--- config.mk ---
export PLATFORM = sky130hd
export DESIGN_NAME = qupls_fpu_wb
export DESIGN_NICKNAME = d
export VERILOG_FILES = /design/src/rtl/qupls_fpu_wb.sv
export SDC_FILE = /design/constraint.sdc
export NUM_CORES = 1
export LEC_CHECK = 0
export ABC_AREA = 1
export CAP_MARGIN = 40
export CORE_ASPECT_RATIO = 1.2
export CORE_MARGIN = 2
export CORE_UTILIZATION = 45
export CTS_CLUSTER_SIZE = 14
export DETAILED_ROUTE_END_ITERATION = 10
export GPL_TIMING_DRIVEN = 0
export PLACE_DENSITY = 0.65
export SYNTH_ARGS = -nofsm -noshare
export SYNTH_HDL_FRONTEND = slang
export SYNTH_SLANG_ARGS = --single-unit
export TNS_END_PERCENT = 50
--- constraint.sdc ---
create_clock -name clk -period 27.6 [get_ports clk]
set_input_delay 4.14 -clock clk [delete_from_list [all_inputs] [get_ports clk]]
set_output_delay 4.14 -clock clk [all_outputs]
set_load 0.01 [all_outputs]
--- src/rtl/qupls_fpu_wb.sv ---
// FPU writeback: buffers finished FPU results, merges copy-target bytes, drives
// register-file writes and ROB completion. Optional macro: QUPLS_FPU_WB_BYPASS_EN.
module qupls_fpu_wb #(
    parameter int DEP = 4,
    parameter int VW  = 64
) (
    input  logic            clk,
    input  logic            rst,
    input  logic            flush,
    input  logic            fpu_done,
    input  logic [4:0]      fpu_id,
    input  logic [10:0]     fpu_Rt,
    input  logic [6:0]      fpu_aRt,
    input  logic            fpu_aRtz,
    input  logic            fpu_qfext,
    input  logic [10:0]     fpu_Rt1,
    input  logic [6:0]      fpu_aRt1,
    input  logic            fpu_aRtz1,
    input  logic [VW-1:0]   fpu_res,
    input  logic [VW-1:0]   fpu_res1,
    input  logic [VW-1:0]   fpu_argT,
    input  logic [VW/8-1:0] fpu_cptgt,
    input  logic [7:0]      fpu_exc,
    output logic            fpu_stall,
    output logic            wr_v,
    output logic [10:0]     wr_Rt,
    output logic [6:0]      wr_aRt,
    output logic [VW-1:0]   wr_res,
    input  logic            wr_ack,
    output logic            done_v,
    output logic [4:0]      done_id,
    output logic [7:0]      done_exc,
    output logic            ovf
);

    localparam int AW = $clog2(DEP);
    localparam int NB = VW / 8;
    localparam logic [AW:0] DEPC = DEP[AW:0];

    typedef struct packed {
        logic [4:0]    id;
        logic [10:0]   Rt;
        logic [6:0]    aRt;
        logic          aRtz;
        logic          qfext;
        logic [10:0]   Rt1;
        logic [6:0]    aRt1;
        logic          aRtz1;
        logic [VW-1:0] res;
        logic [VW-1:0] res1;
        logic [7:0]    exc;
    } entry_t;

    typedef enum logic [1:0] {IDLE, WR0, WR1} state_t;

    state_t        state, nextState;
    entry_t        mem [DEP];
    entry_t        inEnt, headEnt, cur;
    logic [VW-1:0] merged;
    logic [AW-1:0] wrPtr, rdPtr;
    logic [AW:0]   count;
    logic          empty, full, push, pop, bypass;
    logic          wrSup, step, finish;

    always_comb begin
        merged = '0;
        for (int unsigned i = 0; i < NB; i++)
            merged[i*8 +: 8] = fpu_cptgt[i] ? fpu_argT[i*8 +: 8] : fpu_res[i*8 +: 8];
    end

    assign inEnt = '{id: fpu_id, Rt: fpu_Rt, aRt: fpu_aRt, aRtz: fpu_aRtz,
                     qfext: fpu_qfext, Rt1: fpu_Rt1, aRt1: fpu_aRt1, aRtz1: fpu_aRtz1,
                     res: merged, res1: fpu_res1, exc: fpu_exc};

    assign headEnt   = mem[rdPtr];
    assign empty     = (count == '0);
    assign full      = (count == DEPC);
    assign fpu_stall = full;

`ifdef QUPLS_FPU_WB_BYPASS_EN
    // Only an empty FIFO may be skipped, so result order is never disturbed.
    assign bypass = fpu_done & empty & (state == IDLE) & ~flush;
`else
    assign bypass = 1'b0;
`endif

    assign push = fpu_done & ~flush & ~full & ~bypass;
    assign pop  = (state == IDLE) & ~empty & ~flush;

    assign wr_v   = ((state == WR0) & ~cur.aRtz) | ((state == WR1) & ~cur.aRtz1);
    assign wrSup  = ((state == WR0) & cur.aRtz) | ((state == WR1) & cur.aRtz1);
    assign step   = (wr_v & wr_ack) | wrSup;
    assign wr_Rt  = (state == WR1) ? cur.Rt1  : cur.Rt;
    assign wr_aRt = (state == WR1) ? cur.aRt1 : cur.aRt;
    assign wr_res = (state == WR1) ? cur.res1 : cur.res;

    always_comb begin
        nextState = state;
        finish    = 1'b0;
        case (state)
            IDLE: if (pop || bypass) nextState = WR0;
            WR0: if (step) begin
                if (cur.qfext) nextState = WR1;
                else begin
                    finish    = 1'b1;
                    nextState = IDLE;
                end
            end
            WR1: if (step) begin
                finish    = 1'b1;
                nextState = IDLE;
            end
            default: nextState = IDLE;
        endcase
        // An ack landing in a flush cycle is swallowed along with the op.
        if (flush) begin
            nextState = IDLE;
            finish    = 1'b0;
        end
    end

    always_ff @(posedge clk)
        if (push) mem[wrPtr] <= inEnt;

    always_ff @(posedge clk or posedge rst) begin
        if (rst) begin
            state    <= IDLE;
            wrPtr    <= '0;
            rdPtr    <= '0;
            count    <= '0;
            ovf      <= 1'b0;
            cur      <= '0;
            done_v   <= 1'b0;
            done_id  <= '0;
            done_exc <= '0;
        end else begin
            state  <= nextState;
            done_v <= finish;
            if (finish) begin
                done_id  <= cur.id;
                done_exc <= cur.exc;
            end
            if (fpu_done && full && !flush) ovf <= 1'b1;
            if (flush) begin
                wrPtr <= '0;
                rdPtr <= '0;
                count <= '0;
            end else begin
                if (push) wrPtr <= wrPtr + 1'b1;
                if (pop)  rdPtr <= rdPtr + 1'b1;
                case ({push, pop})
                    2'b10:   count <= count + 1'b1;
                    2'b01:   count <= count - 1'b1;
                    default: ;
                endcase
            end
            if (pop)         cur <= headEnt;
            else if (bypass) cur <= inEnt;
        end
    end

endmodule
==> results of run 1 <==
==> area by class of cell <==
type	count	share of cell area, %
Tap cell	1035	2.895
Buffer	186	2.022
Timing Repair Buffer	383	9.644
Clock buffer	120	5.586
Antenna cell	13	0.07273
Multi-Input combinational cell	1666	17.96
Inverter	121	1.043
Clock inverter	52	1.027
Sequential cell	924	59.75
==> worst paths after layout <==
path | from | depth (start not counted) | endpoint
max in group asynchronous | rst | 3 | cur[9]
min in group asynchronous | rst | 2 | cur[120]
worst max-delay path | state[0] | 8 | wr_aRt[6]
worst min-delay path | cur[16] | 2 | cur[16]
worst max register to register | count[0] | 9 | mem[1][113]
worst min register to register | cur[16] | 2 | cur[16]
==> worst max-delay path: cells and delay by family, from the launching register on <==
kind | cells | cell delay [ns]
buffers and inverters | 5 | 2.02
DFF | 1 | 0.41
adders and majority gates | 1 | 0.26
AOI/OAI and AO/OA | 1 | 0.19
and+or+nand+nor | 1 | 0.07
==> layout by cell type (no fill, tap or decap), types with 22 or more instances in the layout <==
master	Yosys	final
buf_2	66	66
clkbuf_1	94	114
dfrtp_1	204	204
edfxtp_1	720	720
clkbuf_16	0	93
nor2_1	369	365
inv_1	117	116
mux2_2	64	64
clkinv_2	0	22
o21ai_1	62	62
nand2_1	470	470
o21ai_0	497	497
o22ai_1	180	180
clkdlybuf4s50_1	0	347
==> sequential cells by signal (all words and copies together) (netlist names) <==
register and cells:
count 3, mem 720, cur 180, ovf 1, state 2, rdPtr 2
done_id 5, wrPtr 2, done_v 1, done_exc 8
==> power by group through the flow <==
| stage | logic [mW] | clock network (mW) | registers (mW) |
|---|---|---|---|
| after CTS | 1.29 | 1.24 | 1.79 |
| after floorplan | 0.700 | 0 | 1.82 |
| after global routing | 1.40 | 1.29 | 1.81 |
| after detailed placement | 1.28 | 0 | 1.82 |
| final | 1.28 | 1.22 | 1.79 |
| after global placement | 1.24 | 0 | 1.85 |
==> routing by layer <==
metal	routed length, um	share of wire (%)	global-route usage, %
met1	39470	40	30.30
met2	48740	50	39.94
met3	6592	6.7	4.240
met4	2924	3.0	8.999
met5	140	0.14	0
==> stage by stage <==
step / hold slack [ns] / utilization, % / cell area, um^2
final: 0.4768 / 56.40 / 44730
after global routing: 0.4905 / 56.38 / 44720
after CTS: 0.4809 / 56.35 / 44700
after detailed placement: 0.4646 / 52.63 / 41740
after global placement: 0.4626 / 51.52 / 40860
after floorplan: 0.4487 / - / 36090
==> cell families (layout without fill, tap and decap cells) <==
kind of cell | count (synthesis) | after routing | share of synthesized area (%)
AO/OA/AOI/OAI | 746 | 746 | 11.00
XOR/XNOR | 1 | 1 | 0.02427
adder cells (fa/ha/maj) | 8 | 8 | 0.2981
buffers and inverters | 307 | 862 | 3.778
flip-flops | 924 | 924 | 74.04
multiplexers | 64 | 64 | 1.997
other | 0 | 13 | 0
AND/OR/NAND/NOR | 847 | 847 | 8.864
==> metrics.txt, run 1 <==
Seq/Total Area, Yosys about three quarters; total of warnings raised by yosys 0; max-cap viol count 0; FP Rows 113; via count about 24000; H-Tree Depth 3; Clk pwr share between 20 and 30%; final setup skew 0.02020 ns; Synth Register Bits between 900 and 1000; Power Density 95.95 nW/um^2; GP Congestion ~0.8; # fillers about 6500; CP Max Fanout 10; post-cts resize count 0; number of global-route vias before repair between 20000 and 25000; Gate Count Post-Synth 2897; most common cell in the netlist edfxtp_1; CTS Root Cell clkbuf_16; I/O Pins about 360; setup slack, reg-to-reg 24.76 ns; Tightest Pin Transition 0.7903 ns; worst-skew pair later-pin latency 0.66 ns; predominant post-synthesis flop cell edfxtp_1; Crit path arrival time about 3.7 ns; hold_buf cts 0; antenna viol nets, final 0; Inst Count DP 4315; EDFF count, synth 720; critical path type reg -> out; slowest stage delay, CP 0.63 ns; Nets roughly 3600; routed wire length 97870 um; Worst-path clk slew roughly 0.060 ns; most frequent CP cell buf_2; area of the multi-input gates 8035 um^2; Avg Synthesized Cell Area between 10 and 15 um^2; Final Max Slew Viols 0; type of origin of the critical path flip-flop; relative slew slack between 40% and 50%; Die Width about 260 um; effective utilization at floorplan 45.51%; CP max stage cell clkdlybuf4s50_1; share of flip-flops with an asynchronous set or reset ~22%; register area about 27000 um^2; f_max ~130 MHz; Hold Path Class reg -> reg; RSZ-0062 raised after global routing no; Logic pwr share 29.8%; WP data required approximately 23 ns; # DRC 0; crit path cell chain inv_1 > ha_1 > buf_2 > buf_2 > buf_2 > nand2_1 > o21ai_0 > clkdlybuf4s50_1; DP Worst Slack between 20 and 25 ns; maximum clock insertion buffer count 3; Setup-failing EPs final 0; Final WS setup around 20 ns; Syn Nets about 3200; DIE AREA 82500 um^2; global-route wire length before repair ~150000 um; number of CTS-inserted buffers 91; switching share of power between 30% and 40%; Total Routing Usage GR a little under a quarter; Leak Pwr 16.22 nW; grt total ovfl 0; CTS tree yes; area leader, netlist edfxtp_1; largest net degree at the start of global routing about 110; Internal Power around 2.9 mW; vias per inst 5.393; DR iter-0 viols 2063; clock sink total around 900; Period minus WS final approximately 8 ns; Final Cycle Share roughly 28%; Avg WL per Cell 21.75 um; Syn Std Cell Area between 30000 and 40000 um^2; HPWL Detailed about 65000 um; Netlist cell types 28; DR pass1 iterations 5; post-synth top area share about three fifths; status finished, final reports clean; Flop pwr share about two fifths; Setup TNS 0 ns; Port Buffer Count 347; top cells by area, synth edfxtp_1 (60%), dfrtp_1 (14%), o21ai_0 (6.9%); peak supply drop 53.28 uV; synthesis-to-finish area growth 23.93%; overall power around 4.3 mW; switching power total between 1 and 1.5 mW; post-CTS setup buffer count 0; Core Area about 79000 um^2; Die Y about 310 um; Final Hold Viols 0; share of layout cells above drive strength 1 between 10% and 20%; Post-synth top cells edfxtp_1 (720), o21ai_0 (497), nand2_1 (470); non-filler cells, final 4500; Setup crit end kind output pin; initial antenna violation count 23
Note: power is estimated with default switching activity, not from simulation.
==> inputs of run 2 (changes only) <==
==> constraint.sdc (replaced) <==
create_clock -name clk -period 7.29 [get_ports clk]
set_input_delay 1.0935 -clock clk [delete_from_list [all_inputs] [get_ports clk]]
set_output_delay 1.0935 -clock clk [all_outputs]
set_load 0.01 [all_outputs]
==> results of run 2 <==
The final DEF is identical to that of run 1. Status: finished, final reports clean.
Among the figures that moved: setup slack after placement 20.44 ns -> 3.179 ns; setup slack after layout 19.81 ns -> 2.546 ns; register-to-register setup slack 24.76 ns -> 4.45 ns; total power 4.292 mW -> 16.25 mW; worst IR drop on VDD 53.28 uV -> 201.7 uV
